===== src/rtl/op_seq_pkg.sv =====
// ============================================================================
// Module : op_seq_pkg
// Brief  : Shared state, operation and error-code definitions for op_sequencer.
// Rev    : 1.0
// ============================================================================
`default_nettype none

package op_seq_pkg;

    typedef enum logic [2:0] {
        IDLE   = 3'd0,
        LAUNCH = 3'd1,
        WAIT   = 3'd2,
        HOLD   = 3'd3,
        ERR    = 3'd4
    } state_t;

    typedef enum logic {
        OP_MUL = 1'b0,
        OP_DIV = 1'b1
    } op_t;

    localparam logic [7:0] ERR_DIVZERO = 8'hFF;
    localparam logic [7:0] ERR_TIMEOUT = 8'hEE;

endpackage

`default_nettype wire


===== src/rtl/btn_debounce.sv =====
// ============================================================================
// Module : btn_debounce
// Brief  : 2-flop synchroniser, tick-sampled debouncer and press-edge detector.
// Rev    : 1.0
// ============================================================================
`default_nettype none

module btn_debounce #(
    parameter int DEBOUNCE_SAMPLES = 3
) (
    input  logic clk,
    input  logic rst,
    input  logic tick,
    input  logic btn_n,
    output logic stable,
    output logic press
);

    localparam int              c_CW     = $clog2(DEBOUNCE_SAMPLES + 1);
    localparam logic [c_CW-1:0] c_TARGET = c_CW'(DEBOUNCE_SAMPLES);
    localparam logic [c_CW-1:0] c_ONE    = c_CW'(1);

    logic [1:0]      r_sync;
    logic            r_cand;
    logic [c_CW-1:0] r_cnt;
    logic            r_stable;
    logic            r_stable_d;
    logic [c_CW-1:0] w_cnt_nx;

    // Run length of equal samples, saturating once the level is accepted
    always_comb begin
        w_cnt_nx = c_ONE;
        if (r_sync[1] == r_cand) begin
            w_cnt_nx = (r_cnt == c_TARGET) ? r_cnt : r_cnt + c_ONE;
        end
    end

    always_ff @(posedge clk or posedge rst) begin
        if (rst) begin
            r_sync     <= 2'b11;
            r_cand     <= 1'b1;
            r_cnt      <= c_TARGET;
            r_stable   <= 1'b1;
            r_stable_d <= 1'b1;
        end else begin
            r_sync     <= {r_sync[0], btn_n};
            r_stable_d <= r_stable;
            if (tick) begin
                r_cand <= r_sync[1];
                r_cnt  <= w_cnt_nx;
                if (w_cnt_nx == c_TARGET) begin
                    r_stable <= r_sync[1];
                end
            end
        end
    end

    assign stable = r_stable;
    assign press  = r_stable_d & ~r_stable;

endmodule

`default_nettype wire


===== src/rtl/op_sequencer.sv =====
// ============================================================================
// Module : op_sequencer
// Brief  : Button-started multiply/divide sequencer with held result/status.
//          Optional WAIT timeout built when OP_SEQ_TIMEOUT_EN is defined.
// Rev    : 1.0
// ============================================================================
`default_nettype none

module op_sequencer
    import op_seq_pkg::*;
#(
    parameter int DEBOUNCE_SAMPLES = 3,
    parameter int TIMEOUT_CYCLES   = 1000
) (
    input  logic       clk,
    input  logic       rst,
    input  logic       tick,
    input  logic       btn_n,
    input  logic [7:0] sw,
    input  logic       op_sel,
    input  logic       mul_done,
    input  logic [7:0] mul_res,
    input  logic       div_done,
    input  logic [7:0] div_res,
    output logic       mul_init,
    output logic       div_init,
    output logic [7:0] opnd,
    output logic [7:0] result,
    output logic       busy,
    output logic       done,
    output logic       err
);

    if (TIMEOUT_CYCLES < 1 || TIMEOUT_CYCLES > 65535) begin : g_timeout_range_bad
        $error("TIMEOUT_CYCLES out of range 1..65535");
    end

    state_t     r_state, w_state_nx;
    op_t        r_op, w_op_nx;
    logic [7:0] r_opnd, w_opnd_nx;
    logic [7:0] r_result, w_result_nx;
    logic       r_mul_init, r_div_init, r_busy, r_done, r_err;
    logic       w_btn_stable, w_press, w_req;
    logic       w_unit_done, w_timeout;
    logic [7:0] w_unit_res;

    btn_debounce #(
        .DEBOUNCE_SAMPLES(DEBOUNCE_SAMPLES)
    ) u_btn (
        .clk    (clk),
        .rst    (rst),
        .tick   (tick),
        .btn_n  (btn_n),
        .stable (w_btn_stable),
        .press  (w_press)
    );

    // A press always coincides with the stable level having just gone low
    assign w_req       = w_press & ~w_btn_stable;
    assign w_unit_done = (r_op == OP_DIV) ? div_done : mul_done;
    assign w_unit_res  = (r_op == OP_DIV) ? div_res  : mul_res;

`ifdef OP_SEQ_TIMEOUT_EN
    localparam logic [15:0] c_TIMEOUT_LAST = 16'(TIMEOUT_CYCLES - 1);

    logic [15:0] r_wait_cnt, w_wait_cnt_nx;

    assign w_timeout = (r_wait_cnt == c_TIMEOUT_LAST);

    always_comb begin
        w_wait_cnt_nx = r_wait_cnt;
        if (r_state == LAUNCH) begin
            w_wait_cnt_nx = '0;
        end else if (r_state == WAIT) begin
            w_wait_cnt_nx = r_wait_cnt + 16'd1;
        end
    end

    always_ff @(posedge clk or posedge rst) begin
        if (rst) begin
            r_wait_cnt <= '0;
        end else begin
            r_wait_cnt <= w_wait_cnt_nx;
        end
    end
`else
    assign w_timeout = 1'b0;
`endif

    always_comb begin
        w_state_nx  = r_state;
        w_op_nx     = r_op;
        w_opnd_nx   = r_opnd;
        w_result_nx = r_result;
        case (r_state)
            IDLE, HOLD, ERR: begin
                if (w_req) begin
                    w_opnd_nx = sw;
                    w_op_nx   = op_t'(op_sel);
                    if (op_t'(op_sel) == OP_DIV && sw[7:4] == 4'd0) begin
                        w_state_nx  = ERR;
                        w_result_nx = ERR_DIVZERO;
                    end else begin
                        w_state_nx = LAUNCH;
                    end
                end
            end
            // Any done level during LAUNCH is deliberately not looked at
            LAUNCH: w_state_nx = WAIT;
            WAIT: begin
                if (w_unit_done) begin
                    w_state_nx  = HOLD;
                    w_result_nx = w_unit_res;
                end else if (w_timeout) begin
                    w_state_nx  = ERR;
                    w_result_nx = ERR_TIMEOUT;
                end
            end
            default: w_state_nx = IDLE;
        endcase
    end

    // Status outputs are registered from the next state so they align with it
    always_ff @(posedge clk or posedge rst) begin
        if (rst) begin
            r_state    <= IDLE;
            r_op       <= OP_MUL;
            r_opnd     <= '0;
            r_result   <= '0;
            r_mul_init <= 1'b0;
            r_div_init <= 1'b0;
            r_busy     <= 1'b0;
            r_done     <= 1'b0;
            r_err      <= 1'b0;
        end else begin
            r_state    <= w_state_nx;
            r_op       <= w_op_nx;
            r_opnd     <= w_opnd_nx;
            r_result   <= w_result_nx;
            r_mul_init <= (w_state_nx == LAUNCH) && (w_op_nx == OP_MUL);
            r_div_init <= (w_state_nx == LAUNCH) && (w_op_nx == OP_DIV);
            r_busy     <= (w_state_nx == LAUNCH) || (w_state_nx == WAIT);
            r_done     <= (w_state_nx == HOLD);
            r_err      <= (w_state_nx == ERR);
        end
    end

    assign mul_init = r_mul_init;
    assign div_init = r_div_init;
    assign opnd     = r_opnd;
    assign result   = r_result;
    assign busy     = r_busy;
    assign done     = r_done;
    assign err      = r_err;

endmodule

`default_nettype wire

===== config.mk =====
export PLATFORM = sky130hd
export DESIGN_NAME = op_sequencer
export DESIGN_NICKNAME = d
export VERILOG_FILES = /design/src/rtl/op_seq_pkg.sv /design/src/rtl/btn_debounce.sv /design/src/rtl/op_sequencer.sv
export SDC_FILE = /design/constraint.sdc
export NUM_CORES = 1
export LEC_CHECK = 0
export BUFFER_PORTS_ARGS = -buffer_cell sky130_fd_sc_hd__buf_2
export CAP_MARGIN = 0
export CORE_MARGIN = 5
export CORE_UTILIZATION = 40
export CTS_CLUSTER_DIAMETER = 150
export DETAILED_ROUTE_END_ITERATION = 10
export PLACE_DENSITY = 0.67
export SETUP_SLACK_MARGIN = 0.15
export SYNTH_ARGS = -nofsm -noshare
export SYNTH_HDL_FRONTEND = slang
export SYNTH_SLANG_ARGS = --single-unit

===== constraint.sdc =====
create_clock -name clk -period 5.35 [get_ports clk]
set_clock_uncertainty 0.2 [all_clocks]
set_input_delay 1.07 -clock clk [delete_from_list [all_inputs] [get_ports clk]]
set_output_delay 1.07 -clock clk [all_outputs]
set_load 0.02 [all_outputs]

Word level (Yosys, flattened, before mapping)
Cells that the tools add are included.
{"block": "word_totals", "regBits": 32, "input_bits": 31, "output_inout_bits": 21, "word_cells": 58}
{"block": "op_classes", "n_addsub": 1, "n_eq_ne": 14, "muxes": 14, "n_bitwise": 4, "n_reduce_logical": 11}
{"cell": "$mux 8", "count": 4}
{"cell": "$pmux 8 s2", "count": 1}
{"cell": "$eq 3x2->1 const B", "count": 4}
{"cell": "$mux 3", "count": 3}
{"cell": "$pmux 3 s3", "count": 1}
{"cell": "$eq 3x1->1 const B", "count": 2}
{"cell": "$eq 3x3->1 const B", "count": 2}
{"cell": "$ne 2x2->1 const B", "count": 3}
{"cell": "$eq 2x2->1 const B", "count": 2}
{"cell": "$logic_not 4->1", "count": 1}
{"cell": "$mux 2", "count": 2}
{"cell": "$reduce_and 2->1", "count": 2}
{"cell": "$reduce_and 4->1", "count": 1}
{"cell": "$logic_and 1x1->1", "count": 3}
{"cell": "$logic_not 3->1", "count": 1}
{"cell": "$mux 1", "count": 3}
{"cell": "$reduce_or 3->1", "count": 1}
{"cell": "$add 2x1->2 const B", "count": 1}
{"cell": "$and 1x1->1", "count": 2}
{"cell": "$not 1->1", "count": 2}
{"cell": "$reduce_bool 2->1", "count": 1}
{"cell": "$eq 1x1->1", "count": 1}
{"cell": "$logic_or 1x1->1", "count": 1}

Longest topological paths before layout
{"block": "logic_depth", "word_depth": 7, "ltp_mapped": 5, "depth_no_buf": 4}

Hierarchy
Synthesis repeated with hierarchy kept, for this count alone.
{"block": "unflattened", "cells_unflattened": 112, "hier_area_um2": 1460.2}
{"module": "op_sequencer", "n_inst": 1, "cells_per_inst": 93, "area_each_um2": 1187.4, "seq_area_each_um2": 625.6}
{"module": "btn_debounce", "n_inst": 1, "cells_per_inst": 19, "area_each_um2": 272.8, "seq_area_each_um2": 183.9}

Least setup slack after synthesis
No wires, ideal clock.
{"block": "synth_path", "path_type": "input-to-reg", "start": "input port sw[5]", "end": "register r_result[0] (netlist: result[0])", "setup_time_ns": 0.125, "arrival_time_ns": 2.116, "required_time_ns": 5.025, "setup_slack_ns": 2.909, "stages": 4, "path_buffers": 0, "path_cell_list": "nor4_2 > nand3_2 > o21ai_4 > mux2_2"}
{"block": "synth_between", "elab_chain_cells": 4}
{"element": "start: declaration", "line_no": "op_sequencer.sv:19", "text": "input logic [7:0] sw,"}
{"element": "$logic_not 4->1", "line_no": "op_sequencer.sv:100", "text": "if (op_t'(op_sel) == OP_DIV && sw[7:4] == 4'd0) begin"}
{"element": "$logic_and 1x1->1", "line_no": "op_sequencer.sv:100"}
{"element": "$ne 2x2->1 (no line)"}
{"element": "$reduce_and 4->1 (no line)"}
{"element": "end signal: assignment", "line_no": "op_sequencer.sv:139", "text": "r_result <= w_result_nx;"}
{"element": "end: declaration", "line_no": "op_sequencer.sv:41", "text": "logic [7:0] r_result, w_result_nx;"}
Every way passes these cells.
A chain may end at the register's enable or synchronous reset.

Worst setup path after layout
{"block": "layout_path", "start": "input port sw[5]", "end": "register r_result[2] (netlist: result[2])"}
Same word-level chain as after synthesis.

==> impl_metrics.toml <==
[timing]
hold_violations = 0
tns_ns = 0
worst_pin_slew_ns = 0.559
relSlewSlack = 0.626
fmax_mhz = 426
fin_crit_ns = 2.35
setup_viol = 0
fin_crit_sh = 0.439
rsz0062_at_grt = "false"
maxSlewViolCount = 0

[route]
drt_first_pass_iters = 4
drt_iter0_drc = 17
ant_nets = 0
drc = 0
vias = 1005
wl_mm = 2.72
vias_per_cell = 4.83
wire_per_inst_um = 13.1

[global_route]
grt_usage = 0.129
grt_antenna_before_repair = 0
grt_max_degree = 33
grt-ovfl-total = 0
grt_pass1_wl_mm = 4.33
first_global_vias = 1020

[critical_path]
critPathSlowestCell = "mux2_2"
crit_path_end_kind = "register"
worstPathRequired_ns = 5.36
timing.rr.start = "r_state[2]$_DFF_PP0_"
start_kind = "input port"
crit_type = "in2reg"
timing.rr.end = "result[2]$_DFFE_PP0P_"
crit_arrival_ns = 2.36
cp_cell_sequence = "buf_2 > nor4_2 > nand3_2 > o21ai_4 > mux2_2"
rrSetupSlack_ns = 3.40
cpPeakStageDelay_ns = 0.37
r2r_cells = 4
crit_family = "simple AND/OR/NAND/NOR gates"
cp_num_buf_inv = 1
worstPathMaxFanout = 8

[synth]
yosysUniqueCellTypes = 30
synth_nets = 134
syn_area_per_cell_um2 = 13.4
syn-cell-area_um2 = 1380
yosys_warnings = 0
synth_seq_cells = 32
synthCells = 103
ys_seq_area_frac = 0.586

[clocking]
root_buffer = "clkbuf_4"
cts_tree = "yes"
clock_latency_ns = 0.32
hold_buffers = 0
clk_path_buf_depth = 2
ctsResizeCount = 0
post-cts-setup-buffer-count = 0
cts_buffers = 5
cts_sinks = 32
htree_levels = 2
path_clk_slew_ns = 0.09

[worst_hold_path]
hold_depth = 0
hp-start = "u_btn.r_sync[0]$_DFF_PP1_"
min_path_type = "reg2reg"
holdPathEnd = "u_btn.r_sync[1]$_DFF_PP1_"

[layout]
drive_gt1_frac = 0.574
antennaDiodeCount = 0
fin_nets = 192
syn_to_final_growth_pct = 26.6
layoutNonFillerInstCount = 208

[job]
drv_cap = 0

[placed_design]
gp_congestion = 0.807
placedCellCount = 200
hpwlAfterDp_mm = 2.07
portBuffers = 51

[floorplanning]
die_w_um = 68.8
initial_core_util = 0.414
rows = 21
core_um2 = 3340
dieArea_um2 = 4730
num_io_pins = 52
die_h_um = 68.8

[power]
sw_frac_of_total = 0.374
power_leakage_nw = 0.797
pwr-share-comb = 0.416
switchingPower_uw = 337
vdd_ir_drop_max_v = 0.000266
seq_power_share = 0.432
p_int_uw = 566
clkPwrFrac = 0.152
power_density_nw_per_um2 = 516

[run_status]
status = "finished clean"
==> registers in the layout, indices dropped and copies added (netlist names) <==
| register | count |
|---|---|
| done | 1 |
| opnd | 8 |
| div_init | 1 |
| u_btn.r_stable_d | 1 |
| r_state | 3 |
| u_btn.r_sync | 2 |
| u_btn.r_cnt | 2 |
| err | 1 |
| mul_init | 1 |
| u_btn.stable | 1 |
| busy | 1 |
| u_btn.r_cand | 1 |
| result | 8 |
| r_op | 1 |
==> power groups by stage <==
| stage | Sequential (mW) | Clock [mW] | Combinational [mW] |
|---|---|---|---|
| finish | 0.390 | 0.137 | 0.376 |
| CTS | 0.392 | 0.146 | 0.384 |
| floorplan | 0.456 | 0 | 0.206 |
| global route | 0.403 | 0.153 | 0.408 |
| detailed placement | 0.394 | 0 | 0.384 |
| global placement | 0.389 | 0 | 0.373 |
==> Yosys cell counts (all sizes together) <==
library cell,number,share of area
dfrtp,25,0.45
mux2,19,0.15
nand2,10,0.029
mux2i,8,0.058
dfstp,7,0.13
nor2,6,0.016
a21oi,5,0.018
o21ai,3,0.022
and2,2,0.0091
buf,2,0.014
nand3,2,0.011
a211oi,1,0.0054
a31oi,1,0.0045
and2b,1,0.0063
and3,1,0.0054
and3b,1,0.0063
inv,1,0.0027
nand2b,1,0.0045
nand3b,1,0.0054
nor2b,1,0.0045
nor3b,1,0.0091
nor4,1,0.0091
o22a,1,0.0063
xnor2,1,0.0063
xor2,1,0.0063
==> cell type report <==
class                   count  area [um^2]
well taps                  46         57.6
fillers                   311         1590
flip-flops and latches     32          810
clock buffers               8         58.8
multi-input cells          68          549
inverters                   1         3.75
repair buffers             53          270
==> cells by family after synthesis <==
logic type / count (synthesis) / synth area share
buffers and inverters: 3 / 0.0163
AND/OR/NAND/NOR: 28 / 0.116
AO/OA/AOI/OAI: 11 / 0.0562
flip-flops: 32 / 0.586
multiplexers: 27 / 0.213
XOR/XNOR: 2 / 0.0127
==> worst reg2reg max path, stage by stage, from the launching register on <==
cell and delay (ns):
dfrtp_1 0.42, nor3b_2 0.51, nand2_2 0.17, o21ai_4 0.17, mux2_2 0.37
==> worst max-delay path by stage <==
stage / startpoint / end / slack [ns] / cells past startpoint
finish: sw[5] / result[2]$_DFFE_PP0P_ / 3.00 / 5
global route: sw[5] / result[6]$_DFFE_PP0P_ / 2.97 / 5
CTS: sw[5] / result[2]$_DFFE_PP0P_ / 3.01 / 5
detailed placement: sw[5] / result[2]$_DFFE_PP0P_ / 2.65 / 5
global placement: sw[5] / result[0]$_DFFE_PP0P_ / 2.68 / 5
floorplan: sw[5] / result[0]$_DFFE_PP0P_ / 2.91 / 4
==> placed cells by master (no fill, tap or decap), drive strengths merged <==
| cell type | count |
|---|---|
| mux2i | 8 |
| nor3b | 1 |
| dfrtp | 25 |
| nand3b | 1 |
| xor2 | 1 |
| nand2 | 10 |
| a31oi | 1 |
| and3b | 1 |
| nor2 | 6 |
| and3 | 1 |
| nor4 | 1 |
| o22a | 1 |
| xnor2 | 1 |
| mux2 | 19 |
| buf | 53 |
| nor2b | 1 |
| nand3 | 2 |
| nand2b | 1 |
| and2 | 2 |
| inv | 1 |
| a21oi | 5 |
| dfstp | 7 |
| and2b | 1 |
| a211oi | 1 |
| o21ai | 3 |
| clkbuf | 8 |
==> stage by stage <==
step                total power, mW  utilization  hold WS (ns)  setup slack, ns  instance area (um^2)
floorplan                     0.661            -         0.145             2.91                  1380
global placement              0.762        0.507         0.146             2.68                  1690
detailed placement            0.778        0.507         0.154             2.65                  1690
CTS                           0.922        0.524         0.168             3.01                  1750
global route                  0.964        0.524         0.171             2.97                  1750
finish                        0.903        0.524         0.168             3.00                  1750
==> routing by layer <==
metal  wire (um)  track usage  vias to the layer above
met2        1240        0.209                       48
met1        1100        0.144                      476
met4          38       0.0511                        0
li1            -            -                      476
met5           0            0                        -
met3         349       0.0648                        5
Note: power is estimated with default switching activity, not from simulation.
